### src/rtl/fetch_unit.sv
// fetch_unit: decoupled instruction-fetch front end.
// Issues word fetches over a valid/ready handshake and keeps up to DEPTH
// requests in flight. Returned words are buffered with their PC in a
// DEPTH-entry prefetch FIFO. A redirect flushes the FIFO and drops any stale
// in-flight responses.
// Optional feature macro: FETCH_MISALIGN_EN. When defined, misaligned redirect
// targets raise misalign_o and park fetch in FAULT. When undefined, the low
// target bits are forced to zero.
module fetch_unit #(
    parameter int              XLEN     = 32,
    parameter int              DEPTH    = 4,
    parameter logic [XLEN-1:0] RESET_PC = 32'h0000_0000
) (
    input  logic            clk_i,
    input  logic            rst_ni,
    output logic            req_valid_o,
    output logic [XLEN-1:0] req_addr_o,
    input  logic            req_ready_i,
    input  logic            rsp_valid_i,
    input  logic [XLEN-1:0] rsp_data_i,
    input  logic            redirect_i,
    input  logic [XLEN-1:0] redirect_pc_i,
    output logic            inst_valid_o,
    output logic [XLEN-1:0] inst_o,
    output logic [XLEN-1:0] inst_pc_o,
    input  logic            inst_ready_i,
    output logic            misalign_o
);

    localparam int AW = $clog2(DEPTH);
    localparam int CW = AW + 1;
    localparam logic [CW:0] DEPTH_C = (CW+1)'(DEPTH);

    typedef enum logic {RUN = 1'b0, FAULT = 1'b1} state_t;

    state_t          state, state_nxt;
    logic [XLEN-1:0] fetch_pc;
    logic [CW-1:0]   fifo_cnt, out_cnt, drop_cnt;
    logic [AW-1:0]   wr_ptr, rd_ptr, head_ptr;
    logic [AW-1:0]   pcq_wr, pcq_rd;
    logic [XLEN-1:0] fifo_pc   [DEPTH];
    logic [XLEN-1:0] fifo_inst [DEPTH];
    logic [XLEN-1:0] pcq       [DEPTH];
    logic [CW:0]     credit;
    logic            accept, push, pop, misaligned;
    logic [XLEN-1:0] redirect_tgt;

    // Redirect target qualification: fault on misalignment, or silently align
    always_comb begin
        redirect_tgt = redirect_pc_i;
        misaligned   = 1'b0;
`ifdef FETCH_MISALIGN_EN
        misaligned   = (redirect_pc_i[1:0] != 2'b00);
`else
        redirect_tgt = redirect_pc_i & ~XLEN'(3);
`endif
    end

    // Handshake and FIFO strobes; a redirect suppresses request, push and pop
    always_comb begin
        credit       = {1'b0, fifo_cnt} + {1'b0, out_cnt};
        req_valid_o  = rst_ni && (state == RUN) && !redirect_i && (credit < DEPTH_C);
        req_addr_o   = fetch_pc;
        accept       = req_valid_o && req_ready_i;
        inst_valid_o = (fifo_cnt != '0);
        pop          = inst_valid_o && inst_ready_i && !redirect_i;
        push         = rsp_valid_i && !redirect_i && (drop_cnt == '0) && (state == RUN);
        // When empty, show the most recently written slot so outputs hold
        head_ptr     = (fifo_cnt == '0) ? rd_ptr - 1'b1 : rd_ptr;
        inst_o       = fifo_inst[head_ptr];
        inst_pc_o    = fifo_pc[head_ptr];
`ifdef FETCH_MISALIGN_EN
        misalign_o   = (state == FAULT);
`else
        misalign_o   = 1'b0;
`endif
    end

    // Next-state logic: every redirect re-evaluates alignment of its target
    always_comb begin
        state_nxt = state;
        if (redirect_i) begin
            state_nxt = misaligned ? FAULT : RUN;
        end
    end

    // FSM state register
    always_ff @(posedge clk_i or negedge rst_ni) begin
        if (!rst_ni) begin
            state <= RUN;
        end else begin
            state <= state_nxt;
        end
    end

    // Fetch PC, credit counters and stale-response drop counter
    always_ff @(posedge clk_i or negedge rst_ni) begin
        if (!rst_ni) begin
            fetch_pc <= RESET_PC;
            fifo_cnt <= '0;
            out_cnt  <= '0;
            drop_cnt <= '0;
        end else begin
            out_cnt <= out_cnt + CW'(accept) - CW'(rsp_valid_i);
            if (redirect_i) begin
                fetch_pc <= redirect_tgt;
                fifo_cnt <= '0;
                // Everything still outstanding after this cycle is stale
                drop_cnt <= out_cnt - CW'(rsp_valid_i);
            end else begin
                if (accept) begin
                    fetch_pc <= fetch_pc + XLEN'(4);
                end
                fifo_cnt <= fifo_cnt + CW'(push) - CW'(pop);
                if (rsp_valid_i && (drop_cnt != '0)) begin
                    drop_cnt <= drop_cnt - 1'b1;
                end
            end
        end
    end

    // FIFO and request-PC queue pointers
    always_ff @(posedge clk_i or negedge rst_ni) begin
        if (!rst_ni) begin
            wr_ptr <= '0;
            rd_ptr <= '0;
            pcq_wr <= '0;
            pcq_rd <= '0;
        end else begin
            if (accept)      pcq_wr <= pcq_wr + 1'b1;
            if (rsp_valid_i) pcq_rd <= pcq_rd + 1'b1;
            if (redirect_i) begin
                wr_ptr <= rd_ptr;
            end else begin
                if (push) wr_ptr <= wr_ptr + 1'b1;
                if (pop)  rd_ptr <= rd_ptr + 1'b1;
            end
        end
    end

    // Issued-address queue, popped in order as responses return
    always_ff @(posedge clk_i) begin
        if (accept) begin
            pcq[pcq_wr] <= fetch_pc;
        end
    end

    // Prefetch FIFO storage, cleared on reset so the head outputs read zero
    always_ff @(posedge clk_i or negedge rst_ni) begin
        if (!rst_ni) begin
            for (int i = 0; i < DEPTH; i++) begin
                fifo_pc[i]   <= '0;
                fifo_inst[i] <= '0;
            end
        end else if (push) begin
            fifo_pc[wr_ptr]   <= pcq[pcq_rd];
            fifo_inst[wr_ptr] <= rsp_data_i;
        end
    end

endmodule

### config.mk
export PLATFORM = sky130hd
export DESIGN_NAME = fetch_unit
export DESIGN_NICKNAME = d
export VERILOG_FILES = /design/src/rtl/fetch_unit.sv
export SDC_FILE = /design/constraint.sdc
export NUM_CORES = 1
export LEC_CHECK = 0
export ABC_AREA = 1
export ABC_CLOCK_PERIOD_IN_PS = 2650
export CORE_AREA = 3 3 195 197
export CTS_CLUSTER_DIAMETER = 60
export CTS_CLUSTER_SIZE = 12
export DETAILED_ROUTE_END_ITERATION = 7
export DIE_AREA = 0 0 198 200
export PLACE_DENSITY = 0.82
export SYNTH_ARGS = -nofsm -noshare
export SYNTH_HDL_FRONTEND = slang
export SYNTH_SLANG_ARGS = --single-unit
### constraint.sdc
create_clock -name clk_i -period 2.65 [get_ports clk_i]
set_clock_uncertainty 0.05 [all_clocks]
set_input_delay 0.265 -clock clk_i [delete_from_list [all_inputs] [get_ports clk_i]]
set_output_delay 0.265 -clock clk_i [all_outputs]
set_load 0.05 [all_outputs]
After elaboration in Yosys (flattened, before gate mapping)
Memories as Yosys holds them, arrays and structs flattened. Cells that the tools add are included.

RAM bits: 128. Memories: 1. Output and inout port bits: 99. Bits of input ports: 70. Register bits after elaboration: 305. Logic and storage cells: 75.

Memory list: pcq (words 4, width 32, rd ports 1, clocked after Yosys merged registers in 0, wr ports 1, line 43) `logic [XLEN-1:0] pcq [DEPTH];`.

Reduce and logical (&&, ||, !) cells: 18. Multiplexer cells: 20. Bitwise logic cells: 3. Magnitude comparators: 4. Add/subtract/negate cells: 13.

Operators by type and width (number): $bwmux W128 (2); $mux W32 (7); $bmux W32 S2 (2); $demux W32 S2 (1); $add A32 B3 Y32 const B (1); $logic_and A1 B1 Y1 (9); $mux W3 (3); $sub A3 B1 Y3 (3); $add A2 B1 Y2 const B (4); $add A3 B1 Y3 (2); $ge A3 B3 Y1 const B (2); $logic_not A3 Y1 (2); $mux W2 (3); $not A2 Y3 (2); $reduce_bool A2 Y1 (3); $reduce_bool A3 Y1 (2); $add A3 B3 Y4 (1); $lt A4 B3 Y1 const B (1); $lt A3 B1 Y1 const B (1); $sub A3 B1 Y3 const B (1); $mux W1 (2); $reduce_and A2 Y1 (1); $sub A2 B1 Y2 const B (1); $logic_not A1 Y1 (1); $not A1 Y1 (1).

Depth between registers and ports, before layout
Gate-level depths: netlist of run 1.

Depth in word-level cells: 6. Depth in mapped cells: 13. Depth with buffers taken out: 12.

Least setup slack after synthesis of run 1
Ideal clock, no wire load.

Path kind: reg2reg. Start point: reg fifo_cnt[1]. End point: mem pcq[0][10], enable pin. Stages on the path, launching flop included: 8. Period minus slack after synthesis: 3.706 ns. Data required time: 2.183 ns. Setup slack: -1.056 ns. Path buffers: 1. Arrival: 3.239 ns. Library setup time: 0.417 ns. Path through: dfrtp_1 ha_1 nand3_1 nand2_1 nor2_1 nand2_2 buf_2 nor2_1.

Cells in the longest elaborated chain, start to end: 6.

Ends and longest elaborated chain: start, declared (line 38) `logic [CW-1:0] fifo_cnt, out_cnt, drop_cnt;`; start signal, assigned (line 114) `fifo_cnt <= fifo_cnt + CW'(push) - CW'(pop);`; $add A3 B3 Y4 (line 61) `credit = {1'b0, fifo_cnt} + {1'b0, out_cnt};`; $lt A4 B3 Y1 (line 62) `req_valid_o = rst_ni && (state == RUN) && !redirect_i && (credit < DEPTH_C);`; $logic_and A1 B1 Y1 (line 62); via req_valid_o (line 16) `output logic req_valid_o,`; $logic_and A1 B1 Y1 (line 64) `accept = req_valid_o && req_ready_i;`; $mux W1 (line 143) `if (accept) begin`; $mux W1 (not written as such) (line 144) `pcq[pcq_wr] <= fetch_pc;`; end, declared (line 43).

The timed path passes the listed nets, and every way through them passes these cells.

Worst setup path after layout of run 1
Start point: reg fifo_cnt[2]. End point: out inst_pc_o[25].

Cells in the longest elaborated chain, start to end: 6.

Ends and longest elaborated chain: $logic_not A3 Y1 (line 69) `head_ptr = (fifo_cnt == '0) ? rd_ptr - 1'b1 : rd_ptr;`; $mux W2 (line 69); $not A2 Y3 (not written as such) (line 71) `inst_pc_o = fifo_pc[head_ptr];`; $bmux W32 S2 (line 71); $mux W32 (not written as such) (2 in series) (line 71); end, declared (line 25) `output logic [XLEN-1:0] inst_pc_o,`.

Every way passes these cells. The select of a mux whose other input is x is not followed.

==> summary.md, run 1 <==
| Metric | Value |
|---|---|
| Setup crit start | `fifo_cnt[2]` |
| Worst-path clk slew | `0.07 ns` |
| DRT iter0 DRCs | `1232` |
| Ports | `169` |
| Count of cell types in the netlist | `35` |
| RR Startpoint | `fifo_cnt[1]` |
| Max-slew violations | `0` |
| IO Port Bufs | `161` |
| Critical path's most frequent cell | `buf_12` |
| Final setup vio count | `1` |
| Endpoints failing hold | `0` |
| Max Fanout on Critical Path | `8` |
| Main synth FF type | `dfrtp_1` |
| Area leader, netlist | `dfrtp_1` |
| Endpoint type of the worst setup path | `output port` |
| TritonCTS clock tree | `yes` |
| Yosys top cell area share | `38.2%` |
| Total Routed Length | `50.3 mm` |
| CTS HTree Levels | `2` |
| Number of global-route vias before repair | `15642` |
| Number of synthesis warnings | `0` |
| First drt pass iteration count | `5` |
| Finished Layout Cells | `2949` |
| Post-synthesis adder-cell area fraction | `1.44%` |
| Failing checks | `setup timing` |
| Status | `finished, violations left` |
| Core Rows | `70` |
| Final hold slack | `0.239 ns` |
| First-pass GRT wire length | `77.6 mm` |
| Core ar. | `36400 um2` |
| Placed Cells | `2859` |
| Post-DR vias/cell | `5.43` |
| GP Congestion | `0.841` |
| Hold depth | `3` |
| DP HPWL | `29.1 mm` |
| R2r setup slk | `0.13 ns` |
| Slew margin rel. | `35.3%` |
| Gr ovfl total | `0` |
| R2r worst-path depth | `13` |
| Commonest non-fill, non-tap cell in the layout | `nand2_1` |
| Post-layout net count | `2550` |
| Diodes inserted | `0` |
| Maxcap violations | `0` |
| WP data arrival | `2.34 ns` |
| CTS sink count | `415` |
| Post-route ant nets | `0` |
| Drt wl/cell | `17.1 um` |
| Die W | `198 um` |
| Dominant cells by area after synthesis | `dfrtp_1 (38%), edfxtp_1 (19%), nand2_1 (14%)` |
| Area Overhead vs Synth | `21.8%` |
| Tcrit/Tclk final | `100%` |
| CP peak stage delay | `0.44 ns` |
| HP Start | `redirect_pc_i[10]` |
| Clk_lat worst skew | `0.54 ns` |
| RSZ-0062 raised after global routing | `true` |
| Largest net degree at the start of global routing | `175` |
| Post-Synth Simple-Gate Area | `21.7%` |
| CP Buf/Inv Count | `4` |
| Portion of netlist area occupied by mux cells | `0%` |
| Initial antenna violation count | `0` |
| Synth Area in XOR/XNOR | `0.939%` |
| DRC violations left | `0` |
| Starting density of the core | `53.0%` |
| Routed via count | `16022` |
| Seq/Total Area, Yosys | `56.9%` |
| CTS buffer count | `42` |
| Synth Register Bits | `415` |
| Share of layout cells above drive strength 1 | `9.51%` |
| Complex-gate fraction of the synthesized area | `9.77%` |
| Min Tclk post-route | `2.66 ns` |
| Cells after synthesis | `2304` |
| CTS root buf | `clkbuf_16` |
| Commonest non-fill, non-tap cells in the layout | `nand2_1 (716), inv_1 (315), dfrtp_1 (292), o21ai_0 (254), nand3_1 (177)` |
| CP top delay family | `buffers and inverters` |
| DIE AREA | `39600 um2` |
| Worst Setup Start Kind | `flip-flop` |
| Worst-path cell chain | `nor2_4 > nand2_8 > o21ai_4 > buf_12 > buf_12 > clkbuf_16 > nand3_1 > nand2_1 > buf_6` |
| HP Class | `input port to flip-flop` |
| Worst R2R End | `out_cnt[2]` |
| Worst Hold Endpoint | `req_addr_o[10]` |
| Slowest CP cell | `dfrtp_2` |
| Number of synthesized flops with an enable pin | `120` |
| Syn_area_per_cell | `8.39 um2` |
| Largest family of logic cells by synthesized area | `simple AND/OR/NAND/NOR gates` |
| CTS Buffer Depth | `3` |
| GRT Util Overall | `24.0%` |
| Worst Max-Slew Pin Slew | `0.970 ns` |
| Post-Syn Area | `19300 um2` |
| Async set or reset register ratio after synthesis | `71.1%` |
| Die height | `200 um` |
| CP Class | `flip-flop to output port` |
| Fmax | `376 MHz` |
| CP required | `2.34 ns` |
| Setup ws final | `-0.00672 ns` |
[layout make-up]
class | count | area, um2
Fill cell | 2784 | 12900
Sequential cell | 415 | 11000
Tap cell | 468 | 586
Timing Repair Buffer | 232 | 2800
Multi-Input combinational cell | 1448 | 6740
Inverter | 320 | 1230
Clock buffer | 60 | 1140
Clock inverter | 6 | 43.8
[worst max-delay path by stage]
stage / slack [ns] / to / cells past startpoint
final: -0.007 / inst_pc_o[25] / 9
after global routing: -0.07 / inst_pc_o[25] / 9
after CTS: -0.00002 / inst_pc_o[2] / 8
after detailed placement: 0.08 / out_cnt[2] / 12
after global placement: 0.12 / out_cnt[2] / 12
after floorplan: -0.07 / pcq[0][10] / 7
[sequential cells by signal, indices dropped and copies added (netlist names)]
| signal | flops |
|---|---|
| rd_ptr | 2 |
| fifo_cnt | 3 |
| fifo_pc | 120 |
| req_addr_o | 30 |
| drop_cnt | 3 |
| wr_ptr | 2 |
| out_cnt | 3 |
| fifo_inst | 128 |
| pcq_rd | 2 |
| pcq_wr | 2 |
| pcq | 120 |
[synth_stat cells, drive strengths merged (2+ instances only)]
library cell  number
inv              319
edfxtp           120
nand3            189
clkbuf            63
ha                19
fa                 2
dfrtp            295
o22ai             31
a21oi              4
o21ai            317
nor2             116
xnor2              6
o21bai             8
xor2              13
buf               62
nand2            733
[worst min-delay path: stages]
cell and delay (ns):
clkdlybuf4s50_1 0.39, nand2_1 0.06, nand3_1 0.07
[stage by stage]
stage	setup TNS [ns]	area (um2)	utilization, %	setup WS (ns)
5_1_grt	-0.899	23500	64.6	-0.0749
4_1_cts	-0.0000189	22900	62.8	-0.0000189
6_report	-0.00672	23500	64.6	-0.00672
2_1_floorplan	-8.01	19400	-	-0.0662
3_3_place_gp	0	21500	59.0	0.120
3_5_place_dp	0	21500	59.0	0.0756
[layer usage]
metal | part of all wire [%] | global-route usage [%]
met1 | 41 | 32.2
met2 | 48 | 39.9
met3 | 8.2 | 4.48
met4 | 3.0 | 8.34
met5 | 0 | 0
[kinds of logic (layout without fill, tap and decap cells)]
group / after synthesis / after routing
buffers and inverters: 445 / 618
flip-flops: 415 / 415
other: 1 / 5
adder cells (fa/ha/maj): 21 / 21
AO/OA/AOI/OAI: 362 / 362
AND/OR/NAND/NOR: 1041 / 1041
XOR/XNOR: 19 / 19
[repair_timing]
item,CTS,global route
pin swaps,3,13
hold endpoints to repair,24,0
gates cloned,2,10
hold buffers,1,0
resized for setup,18,94
endpoints found under the setup margin,62,59
buffers inserted,5,6
Power of run 1 is not shown: default switching activity piles up to over one toggle a cycle in this logic, so the estimate is an artifact.
==> run 2: changes to the inputs <==
--- a/config.mk
+++ b/config.mk
@@ -7,12 +7,14 @@
 export LEC_CHECK = 0
 export ABC_AREA = 1
 export ABC_CLOCK_PERIOD_IN_PS = 2650
-export CORE_AREA = 3 3 195 197
+export CORE_AREA = 3 3 187 189
 export CTS_CLUSTER_DIAMETER = 60
 export CTS_CLUSTER_SIZE = 12
 export DETAILED_ROUTE_END_ITERATION = 7
-export DIE_AREA = 0 0 198 200
-export PLACE_DENSITY = 0.82
+export DIE_AREA = 0 0 190 192
+export DONT_BUFFER_PORTS = 1
+export PLACE_DENSITY = 0.81
+export REMOVE_ABC_BUFFERS = 1
 export SYNTH_ARGS = -nofsm -noshare
 export SYNTH_HDL_FRONTEND = slang
 export SYNTH_SLANG_ARGS = --single-unit
==> summary.md, run 2 (synthesized netlist as in run 1, its figures left out) <==
| Metric | Value |
|---|---|
| Endpoints failing hold | `295` |
| CTS buffer count | `41` |
| GP Congestion | `0.904` |
| Share of layout cells above drive strength 1 | `10.9%` |
| First-pass GRT wire length | `81.6 mm` |
| Worst-path cell chain | `nor2_4 > nand2_4 > xor2_4 > buf_12 > clkbuf_16 > nand2_1 > nand3_1 > nand2_1 > buf_6` |
| Slew margin rel. | `46.1%` |
| CP required | `2.34 ns` |
| GRT Util Overall | `27.8%` |
| DP HPWL | `28.9 mm` |
| IO Port Bufs | `0` |
| CTS Buffer Depth | `3` |
| Number of global-route vias before repair | `15859` |
| Initial antenna violation count | `0` |
| Fin area | `23600 um2` |
| Endpoint type of the worst setup path | `output port` |
| Commonest non-fill, non-tap cells in the layout | `nand2_1 (716), inv_1 (315), dfrtp_1 (293), o21ai_0 (254), nand3_1 (173)` |
| HP Class | `input port to asynchronous set/reset pin` |
| Post-layout net count | `2551` |
| Clk_lat worst skew | `0.54 ns` |
| CP Class | `flip-flop to output port` |
| Core Rows | `67` |
| Die W | `190 um` |
| CTS sink count | `415` |
| Ports | `169` |
| DRC violations left | `0` |
| Largest net degree at the start of global routing | `297` |
| DRT iter0 DRCs | `1709` |
| Hold-fix buffers, CTS | `67` |
| Min Tclk post-route | `2.68 ns` |
| CTS root buf | `clkbuf_16` |
| Area Overhead vs Synth | `22.1%` |
| TritonCTS clock tree | `yes` |
| Finished Layout Cells | `2930` |
| CP peak stage delay | `0.43 ns` |
| Post-route ant nets | `0` |
| Critical path's most frequent cell | `nand2_1` |
| Post-DP Area | `20600 um2` |
| Slowest CP cell | `dfrtp_2` |
| Largest register by flop count | `fifo_inst` |
| Drt wl/cell | `18.5 um` |
| DIE AREA | `36500 um2` |
| First drt pass iteration count | `6` |
| Die height | `192 um` |
| Placed Cells | `2760` |
| RSZ-0062 raised after global routing | `true` |
| Post-DR vias/cell | `5.60` |
| Final setup vio count | `2` |
| Status | `finished, violations left` |
| Core ar. | `33400 um2` |
| Maxcap violations | `0` |
| Max reg flops | `128` |
| Worst-path clk slew | `0.06 ns` |
| Util after Layout | `70.6%` |
| Worst Setup Start Kind | `flip-flop` |
| Worst Max-Slew Pin Slew | `0.806 ns` |
| Top flop regs | `fifo_inst (128), fifo_pc (120), pcq (120)` |
| Fmax | `374 MHz` |
| Setup ws final | `-0.0266 ns` |
| Routed via count | `16411` |
| Tcrit/Tclk final | `101%` |
| Starting density of the core | `57.8%` |
| Commonest non-fill, non-tap cell in the layout | `nand2_1` |
| Diodes inserted | `0` |
| Final TNS setup | `-0.0366 ns` |
| Final hold slack | `-0.632 ns` |
| Gr ovfl total | `0` |
| Max Fanout on Critical Path | `12` |
| Failing checks | `hold timing, setup timing` |
| CTS HTree Levels | `2` |
| WP data arrival | `2.36 ns` |
| Total Routed Length | `54.4 mm` |
| Max-slew violations | `0` |
==> run 2: layout make-up <==
cell class                 instances  area, um2
timing repair buffer             234       2890
tap                              448        561
sequential                       415      11000
clock buffer                      60       1140
fill                            2297       9850
multi-input combinational       1448       6740
inverter                         320       1210
clock inverter                     5       81.3
==> run 2: path summary, 6_finish.rpt <==
| check | start | endpoint | slack, ns | depth (start not counted) |
|---|---|---|---|---|
| max reg2reg | fifo_cnt[1] | out_cnt[2] | 0.08 | 13 |
| min in group clk_i | rsp_valid_i | drop_cnt[0] | 0.03 | 4 |
| max | fifo_cnt[1] | inst_pc_o[19] | -0.03 | 9 |
| min | rst_ni | fifo_inst[90] | -0.63 | 0 |
| min reg2reg | fifo_pc[52] | fifo_pc[52] | 0.47 | 2 |
| max in group asynchronous | rst_ni | fifo_pc[126] | 2.64 | 0 |
==> run 2: stage by stage <==
step	hold WS, ns	worst slack, ns
after floorplan	-0.0806	-1.51
after global placement	-0.0748	0.213
after detailed placement	-0.0745	0.172
after CTS	-0.651	0.00454
after global routing	-0.654	-0.0763
final	-0.632	-0.0266
==> run 2: metal layers <==
metal  track usage, %  share of wire [%]
met4             9.98                3.4
met5                0                  0
met3             5.33                8.9
met1             36.6                 39
met2             46.3                 48
==> run 2: what timing repair did <==
action / CTS / global route
hold endpoints to repair: 464 / 295
endpoints found under the setup margin: 62 / 58
resized for setup: 24 / 92
gates cloned: 4 / 15
pin swaps: 2 / 15
buffers inserted: 8 / 12
==> run 2: critical path, delay by kind of cell (launching register included) <==
family	cells	cell delay [ns]
xor gates and xnor gates	1	0.23
DFF	1	0.43
buffers and inverters	3	0.59
and+or+nand+nor	5	0.53
Power of run 2 is left out for the same reason.
